--- config.mk ---
export PLATFORM = sky130hd
export DESIGN_NAME = sub3_seq
export DESIGN_NICKNAME = d
export VERILOG_FILES = /design/src/rtl/sub3_seq.sv
export SDC_FILE = /design/constraint.sdc
export NUM_CORES = 1
export LEC_CHECK = 0
export ABC_AREA = 1
export CORE_UTILIZATION = 50
export CTS_CLUSTER_SIZE = 8
export DETAILED_ROUTE_END_ITERATION = 8
export GPL_TIMING_DRIVEN = 1
export PLACE_DENSITY = 0.78
export SKIP_CTS_REPAIR_TIMING = 1
export SYNTH_ARGS = -nofsm -noshare
export SYNTH_HDL_FRONTEND = slang
export SYNTH_SLANG_ARGS = --single-unit
--- constraint.sdc ---
create_clock -name clk -period 3.2 [get_ports clk]
set_input_delay 0.64 -clock clk [delete_from_list [all_inputs] [get_ports clk]]
set_output_delay 0.64 -clock clk [all_outputs]
set_load 0.01 [all_outputs]
--- src/rtl/sub3_seq.sv ---
// Sequential unsigned subtractor: D = A - B, three bits per clock through a
// borrow-lookahead slice. Define SUB3_SEQ_SAT_EN for a saturating (clamp-to-zero) result.
module sub3_seq #(
    parameter int unsigned WIDTH = 9
) (
    input  logic             clk,
    input  logic             rst,
    input  logic             in_valid,
    output logic             in_ready,
    input  logic [WIDTH-1:0] A,
    input  logic [WIDTH-1:0] B,
    output logic             out_valid,
    input  logic             out_ready,
    output logic [WIDTH-1:0] D,
    output logic             borrow_out,
    output logic             zero
);

    localparam int unsigned N  = WIDTH / 3;
    localparam int unsigned KW = (N > 1) ? $clog2(N) : 1;

    localparam logic [1:0] S_IDLE = 2'd0;
    localparam logic [1:0] S_RUN  = 2'd1;
    localparam logic [1:0] S_DONE = 2'd2;

    logic [1:0]       state_q, state_d;
    logic [KW-1:0]    k_q, k_d;
    logic [WIDTH-1:0] a_q, a_d;
    logic [WIDTH-1:0] b_q, b_d;
    logic             carry_q, carry_d;
    logic [WIDTH-1:0] d_q, d_d;
    logic             borrow_q, borrow_d;
    logic             zero_q, zero_d;
    logic             in_ready_q, in_ready_d;
    logic             out_valid_q, out_valid_d;

    logic [2:0]       a_sl_c, b_sl_c, nb_c, g_c, p_c, s_c;
    logic [3:0]       c_c;
    logic             last_c;
    logic [WIDTH-1:0] d_ins_c;

    // Select the active 3-bit slice of each operand
    always_comb begin
        a_sl_c = '0;
        b_sl_c = '0;
        for (int unsigned i = 0; i < N; i++) begin
            if (k_q == KW'(i)) begin
                a_sl_c = a_q[3*i +: 3];
                b_sl_c = b_q[3*i +: 3];
            end
        end
        last_c = (k_q == KW'(N - 1));
    end

    // Lookahead slice: A + ~B + carry, carry-out computed from g/p, not rippled
    always_comb begin
        nb_c   = ~b_sl_c;
        g_c    = a_sl_c & nb_c;
        p_c    = a_sl_c ^ nb_c;
        c_c[0] = carry_q;
        c_c[1] = g_c[0] | (p_c[0] & carry_q);
        c_c[2] = g_c[1] | (p_c[1] & g_c[0]) | (p_c[1] & p_c[0] & carry_q);
        c_c[3] = g_c[2] | (p_c[2] & g_c[1]) | (p_c[2] & p_c[1] & g_c[0])
               | (p_c[2] & p_c[1] & p_c[0] & carry_q);
        s_c    = p_c ^ c_c[2:0];
    end

    // Current result with the active slice overwritten by the slice sum
    always_comb begin
        d_ins_c = d_q;
        for (int unsigned i = 0; i < N; i++) begin
            if (k_q == KW'(i)) begin
                d_ins_c[3*i +: 3] = s_c;
            end
        end
    end

    // Next-state and output logic
    always_comb begin
        state_d     = state_q;
        k_d         = k_q;
        a_d         = a_q;
        b_d         = b_q;
        carry_d     = carry_q;
        d_d         = d_q;
        borrow_d    = borrow_q;
        zero_d      = zero_q;
        in_ready_d  = in_ready_q;
        out_valid_d = out_valid_q;

        case (state_q)
            S_IDLE: begin
                if (in_valid) begin
                    a_d        = A;
                    b_d        = B;
                    k_d        = '0;
                    carry_d    = 1'b1;
                    d_d        = '0;
                    borrow_d   = 1'b0;
                    zero_d     = 1'b0;
                    in_ready_d = 1'b0;
                    state_d    = S_RUN;
                end
            end
            S_RUN: begin
                d_d     = d_ins_c;
                carry_d = c_c[3];
                k_d     = k_q + KW'(1);
                if (last_c) begin
                    k_d         = '0;
                    borrow_d    = ~c_c[3];
                    out_valid_d = 1'b1;
                    state_d     = S_DONE;
`ifdef SUB3_SEQ_SAT_EN
                    // Underflow clamps to zero; borrow still reports it
                    d_d    = c_c[3] ? d_ins_c : '0;
                    zero_d = ~c_c[3] | (d_ins_c == '0);
`else
                    zero_d = (d_ins_c == '0);
`endif
                end
            end
            S_DONE: begin
                if (out_ready) begin
                    out_valid_d = 1'b0;
                    in_ready_d  = 1'b1;
                    state_d     = S_IDLE;
                end
            end
            default: begin
                out_valid_d = 1'b0;
                in_ready_d  = 1'b1;
                state_d     = S_IDLE;
            end
        endcase
    end

    // State register, synchronous reset
    always_ff @(posedge clk) begin
        if (rst) begin
            state_q     <= S_IDLE;
            k_q         <= '0;
            a_q         <= '0;
            b_q         <= '0;
            carry_q     <= 1'b0;
            d_q         <= '0;
            borrow_q    <= 1'b0;
            zero_q      <= 1'b0;
            in_ready_q  <= 1'b1;
            out_valid_q <= 1'b0;
        end else begin
            state_q     <= state_d;
            k_q         <= k_d;
            a_q         <= a_d;
            b_q         <= b_d;
            carry_q     <= carry_d;
            d_q         <= d_d;
            borrow_q    <= borrow_d;
            zero_q      <= zero_d;
            in_ready_q  <= in_ready_d;
            out_valid_q <= out_valid_d;
        end
    end

    assign in_ready   = in_ready_q;
    assign out_valid  = out_valid_q;
    assign D          = d_q;
    assign borrow_out = borrow_q;
    assign zero       = zero_q;

endmodule

[Yosys cells after proc, flatten, opt, wreduce, memory -nomap -nowiden]
Cells that the tools add are included.
Storage, ports and cells
  input bits: 22
  register bits after elaboration: 36
  logic and storage cells: 80
  output and inout port bits: 13
Operators by class
  eq/ne operators: 7
  multiplexer cells: 30
  bitwise logic cells: 22
  add/sub/neg operators: 1
  reduce and logical (&&, ||, !) cells: 10
Operators with widths (count)
  $mux W3: 9
  $pmux W9 S2: 1
  $reduce_and A3 Y1: 4
  $mux W2: 5
  $and A1 B1 Y1: 9
  $logic_not A9 Y1: 1
  $mux W9: 1
  $mux W1: 7
  $ne A2 B2 Y1 const B: 3
  $or A1 B1 Y1: 6
  $pmux W1 S2: 3
  $pmux W1 S3: 2
  $pmux W2 S3: 1
  $xor A3 B3 Y3: 2
  $eq A2 B1 Y1 const B: 2
  $eq A2 B2 Y1 const B: 2
  $logic_not A2 Y1: 2
  $pmux W2 S2: 1
  $reduce_and A2 Y1: 2
  $and A3 B3 Y3: 1
  $not A1 Y1: 3
  $not A3 Y3: 1
  $add A2 B1 Y2 const B: 1
  $reduce_bool A2 Y1: 1

[Logic depth before layout (Yosys ltp)]
  depth in word-level cells: 14
  depth in mapped cells: 16
  gate-level depth less buffers: 16

[Worst setup path before layout]
Ideal clock, no wire load.
  path kind: reg2reg
  start point: register k_q[0]
  end point: register zero_q, in the netlist zero
  period minus slack after synthesis: 2.157 ns
  arrival time: 2.092 ns
  library setup time: 0.065 ns
  buffers on the path: 0
  required time: 3.135 ns
  setup slack: 1.043 ns
  stages on the path, launching flop included: 15
  cell sequence: dfxtp_1 inv_2 nand2_2 inv_2 a221oi_1 inv_1 fa_1 nand2_1 o21ai_0 nand2_1 nor2_1 nand3_1 nor2_1 nor2_1 nor2_1
On the way
  word-level cells in the longest chain between the ends: 14
  elaborated cells on any way between the ends: 28
  classes of those cells: eq/ne: 3; mux: 11; bitwise: 11; reduce/logical: 3
Ends and longest elaborated chain
  start: declaration: line 27  | logic [KW-1:0] k_q, k_d;
  start signal: assignment: line 153  | k_q <= k_d;
  $logic_not A2 Y1: line 47, 72
  $mux W3 (3 in a row): line 47  | if (k_q == KW'(i)) begin
  $not A3 Y3: line 57  | nb_c = ~b_sl_c;
  $xor A3 B3 Y3 or $and A3 B3 Y3 (tied branches): line 59, 58
  $and A1 B1 Y1: line 62  | c_c[2] = g_c[1] | (p_c[1] & g_c[0]) | (p_c[1] & p_c[0] & carry_q);
  $or A1 B1 Y1 or $and A1 B1 Y1 (tied branches): line 62
  $or A1 B1 Y1: line 62
  $xor A3 B3 Y3: line 65  | s_c = p_c ^ c_c[2:0];
  $mux W3: line 72  | if (k_q == KW'(i)) begin
  $logic_not A9 Y1: line 119  | zero_d = (d_ins_c == '0);
  $mux W1: line 109  | if (last_c) begin
  $pmux W1 S2: line 91  | case (state_q)
  end signal: assignment: line 159  | zero_q <= zero_d;
  end: declaration: line 33  | logic zero_q, zero_d;
Parallel ways exist; a longest one is shown, timed or not. The select of a mux whose other input is x is not followed.
A chain may end at the register's enable or synchronous reset.

[Worst setup path in the final report]
Same ends and word-level chain as after synthesis.

==> metrics.md <==
| Metric | Value |
|---|---|
| Status | `completed` |
| Main combinational cell family by area after synthesis | `simple AND/OR/NAND/NOR gates` |
| Startpoint class of the critical path | `flip-flop` |
| CTS Buf Count | `5` |
| Post-synth EDFFs | `0` |
| Vias in the first global route | `~1.4k` |
| Initial drt markers | `74` |
| FP Rows | `20` |
| Die ar. | `between 0.003 and 0.004 mm²` |
| First-pass GRT wire length | `~6.3 mm` |
| Routed WL | `3.61 mm` |
| Crit-path cells | `inv_2, nand2_2, inv_2, a221oi_1, inv_1, fa_1, nand3_1, nand2_1, nand2_1, nor2_1, nand3_1, nor2_1, nor2_1, nor2_1` |
| Clock share of power | `0.241` |
| P_int | `around 0.75 mW` |
| Initial antenna violation count | `0` |
| Largest net degree at the start of global routing | `22` |
| Final setup violation count | `0` |
| Power after layout | `around 1.1 mW` |
| Ys flop type | `dfxtp_1` |
| Core area | `slightly above 0.003 mm²` |
| Pre-CTS WS | `0.854 ns` |
| Num ports | `35` |
| GRT Overall Usage | `0.236` |
| Wire per inst | `~11 µm` |
| Worst slew pin tran | `0.704 ns` |
| CP endpoint kind | `flip-flop` |
| Critical Path Most Common Cell | `nor2_1` |
| Min cycle time layout | `between 2 and 2.5 ns` |
| Rel. slew slack | `0.529` |
| Sw Ratio | `0.322` |
| Worst EP arrival | `2.66 ns` |
| Final ANT Viol Nets | `0` |
| Final Instance Count excl. Fillers | `between 300 and 400` |
| Synth area leader | `dfxtp_1` |
| MaxCap Viol Count | `0` |
| CTS clk-pin slew, worst paths | `roughly 0.11 ns` |
| Clock root buffer | `clkbuf_4` |
| Fin util | `0.681` |
| Yosys cell types | `22` |
| Placed cell count | `309` |
| Max clock buf depth | `2` |
| # port buffers | `34` |
| Worst path slowest cell | `fa_1` |
| Seq pwr share | `0.462` |
| Logic pwr share | `0.296` |
| Share of layout cells above drive strength 1 | `0.0846` |
| Reg2reg path depth | `14` |
| H-tree levels | `2` |
| Final worst slack | `0.823 ns` |
| Async S/R FF share, synth | `0` |
| Crit path max fanout | `8` |
| Yosys warning count | `0` |
| Worst-Skew Late Latency | `about 0.34 ns` |
| Area Overhead vs Synth | `26.5%` |
| Clock skew | `roughly 0.012 ns` |
| Synth Area per Inst | `roughly 7.1 µm²` |
| Post-route design area | `~0.0021 mm²` |
| Most frequent cell after synthesis | `nor2_1` |
| FF-to-FF Start | `k_q[0]$_SDFFE_PP0P_` |
| Top-area cell type share of the netlist area | `0.431` |
| Required @ worst endpoint | `3.49 ns` |
| Crit Reg-Reg Endpoint | `zero$_SDFFE_PP0P_` |
| Hold Vio Cnt, Final | `0` |
| Final #Nets | `~300` |
| Synth Net Count | `~260` |
| Compound-Gate Fraction of Synth Area | `0.180` |
| Post-Synth Adder-Cell Area | `0.0344` |
| Grt total ovfl | `0` |
| Placed Area | `around 0.0020 mm²` |
| Worst vdd ir | `0.000353 V` |
| CTS tree | `yes` |
| First-pass DRT Iterations | `6` |
| Final cycle utilization of the critical path | `0.743` |
| DRC Markers | `0` |
| Crit path to | `zero$_SDFFE_PP0P_` |
| DIE WIDTH | `roughly 60 µm` |
| Pins Over Slew Limit | `0` |
| Simple-gate portion of the synthesized area | `0.281` |
| Xor and xnor area share after synthesis | `0` |
| Setup crit start | `k_q[0]$_SDFFE_PP0P_` |
| Hold slack | `approximately 0.46 ns` |
| Mapped Cells | `about 240` |
| Worst hold path class | `flip-flop to flip-flop` |
| Hpwl dp | `~2.7 mm` |
| Placer Congestion | `0.915` |
| Vias | `1,589` |
| FF-to-FF setup slack | `0.82 ns` |
| Area contributors post-synth | `dfxtp_1 43%, nor2_1 9.4%, nand2_1 9.0%, o21ai_0 6.9%, a21oi_1 6.3%` |
| Die Ht | `~60 µm` |
| Leak | `around 0.87 nW` |
| Sequential share of the synthesized area | `0.431` |
| Post-synthesis mux area share | `0` |
| Initial core utilization | `0.539` |
| Pwr per Cell Area | `between 500 and 600 mW/mm²` |
| NetSw | `about 0.36 mW` |
| CP max stage delay | `~0.55 ns` |
| Seq cells post-synth | `36` |
| Fin Setup TNS | `0 ns` |
| Critical path start-end classification | `flip-flop to flip-flop` |
| Mapped Area | `roughly 0.0017 mm²` |
| Diode count | `0` |
| RSZ-0062 raised after global routing | `no` |
| Top post-synthesis cells by count | `42 x nor2_1, 40 x nand2_1, 36 x dfxtp_1` |
| CTS sink cnt | `36` |
| Via/cell ratio | `just over 5` |
| Fmax | `approximately 0.42 GHz` |
==> placed cells by master (no fill, tap or decap), types with 3 or more instances in the layout <==
cell / Yosys / layout
a21oi_1: 21 / 21
a221oi_1: 4 / 4
clkbuf_4: 0 / 5
clkdlybuf4s50_1: 0 / 34
dfxtp_1: 36 / 36
ha_1: 3 / 3
inv_1: 19 / 19
inv_2: 5 / 5
nand2_1: 40 / 40
nand2_2: 3 / 3
nand3_1: 17 / 17
nor2_1: 42 / 42
o21ai_0: 23 / 23
or2_2: 4 / 4
==> state kept, by name (all words and copies together) (netlist names), 2 cells and up <==
register,cells
k_q,2
D,9
b_q,9
state_q,2
a_q,9
==> worst max-delay path: cells and delay by family, from the launching register on <==
| kind | cells | cell delay (ns) |
|---|---|---|
| flops | 1 | 0.40 |
| buf+inv | 3 | 0.30 |
| fa+ha+maj | 1 | 0.55 |
| simple gates | 9 | 0.74 |
| compound gates | 1 | 0.33 |
==> cells by family after synthesis <==
kind of cell,after synthesis
adders and majority gates,4
AOI/OAI and AO/OA,54
and+or+nand+nor,111
DFF,36
buffers and inverters,32
==> power groups by stage <==
stage	Clock, mW	Combinational, mW	Sequential, mW
5_1_grt	0.293	0.375	0.516
3_5_place_dp	0	0.325	0.521
6_report	0.267	0.328	0.511
3_3_place_gp	0	0.321	0.521
2_1_floorplan	0	0.225	0.521
4_1_cts	0.270	0.327	0.511
==> how the worst min path moves through the flow <==
stage	from	to	slack, ns	depth (start not counted)
final	out_valid$_SDFFE_PP0P_	out_valid$_SDFFE_PP0P_	0.46	2
after global routing	out_valid$_SDFFE_PP0P_	out_valid$_SDFFE_PP0P_	0.50	2
after CTS	out_valid$_SDFFE_PP0P_	out_valid$_SDFFE_PP0P_	0.47	2
after detailed placement	out_valid$_SDFFE_PP0P_	out_valid$_SDFFE_PP0P_	0.45	2
after global placement	out_valid$_SDFFE_PP0P_	out_valid$_SDFFE_PP0P_	0.45	2
after floorplan	a_q[0]$_SDFFE_PP0P_	a_q[0]$_SDFFE_PP0P_	0.43	2
==> layout make-up <==
type / count / area, µm²
Tap cell: 44 / 55.1
Inverter: 24 / 90.1
Fill cell: 320 / 988
Sequential cell: 36 / 721
Timing Repair Buffer: 36 / 355
Clock buffer: 7 / 65.1
Multi-Input combinational cell: 169 / 828
==> routing by layer <==
layer	vias up	track usage	part of all wire
li1	849	-	-
met1	693	0.304	0.49
met2	41	0.375	0.45
met3	6	0.0693	0.050
met4	0	0.0831	0.010
met5	-	0	0
No activity file was read; power rests on OpenSTA's default activity.
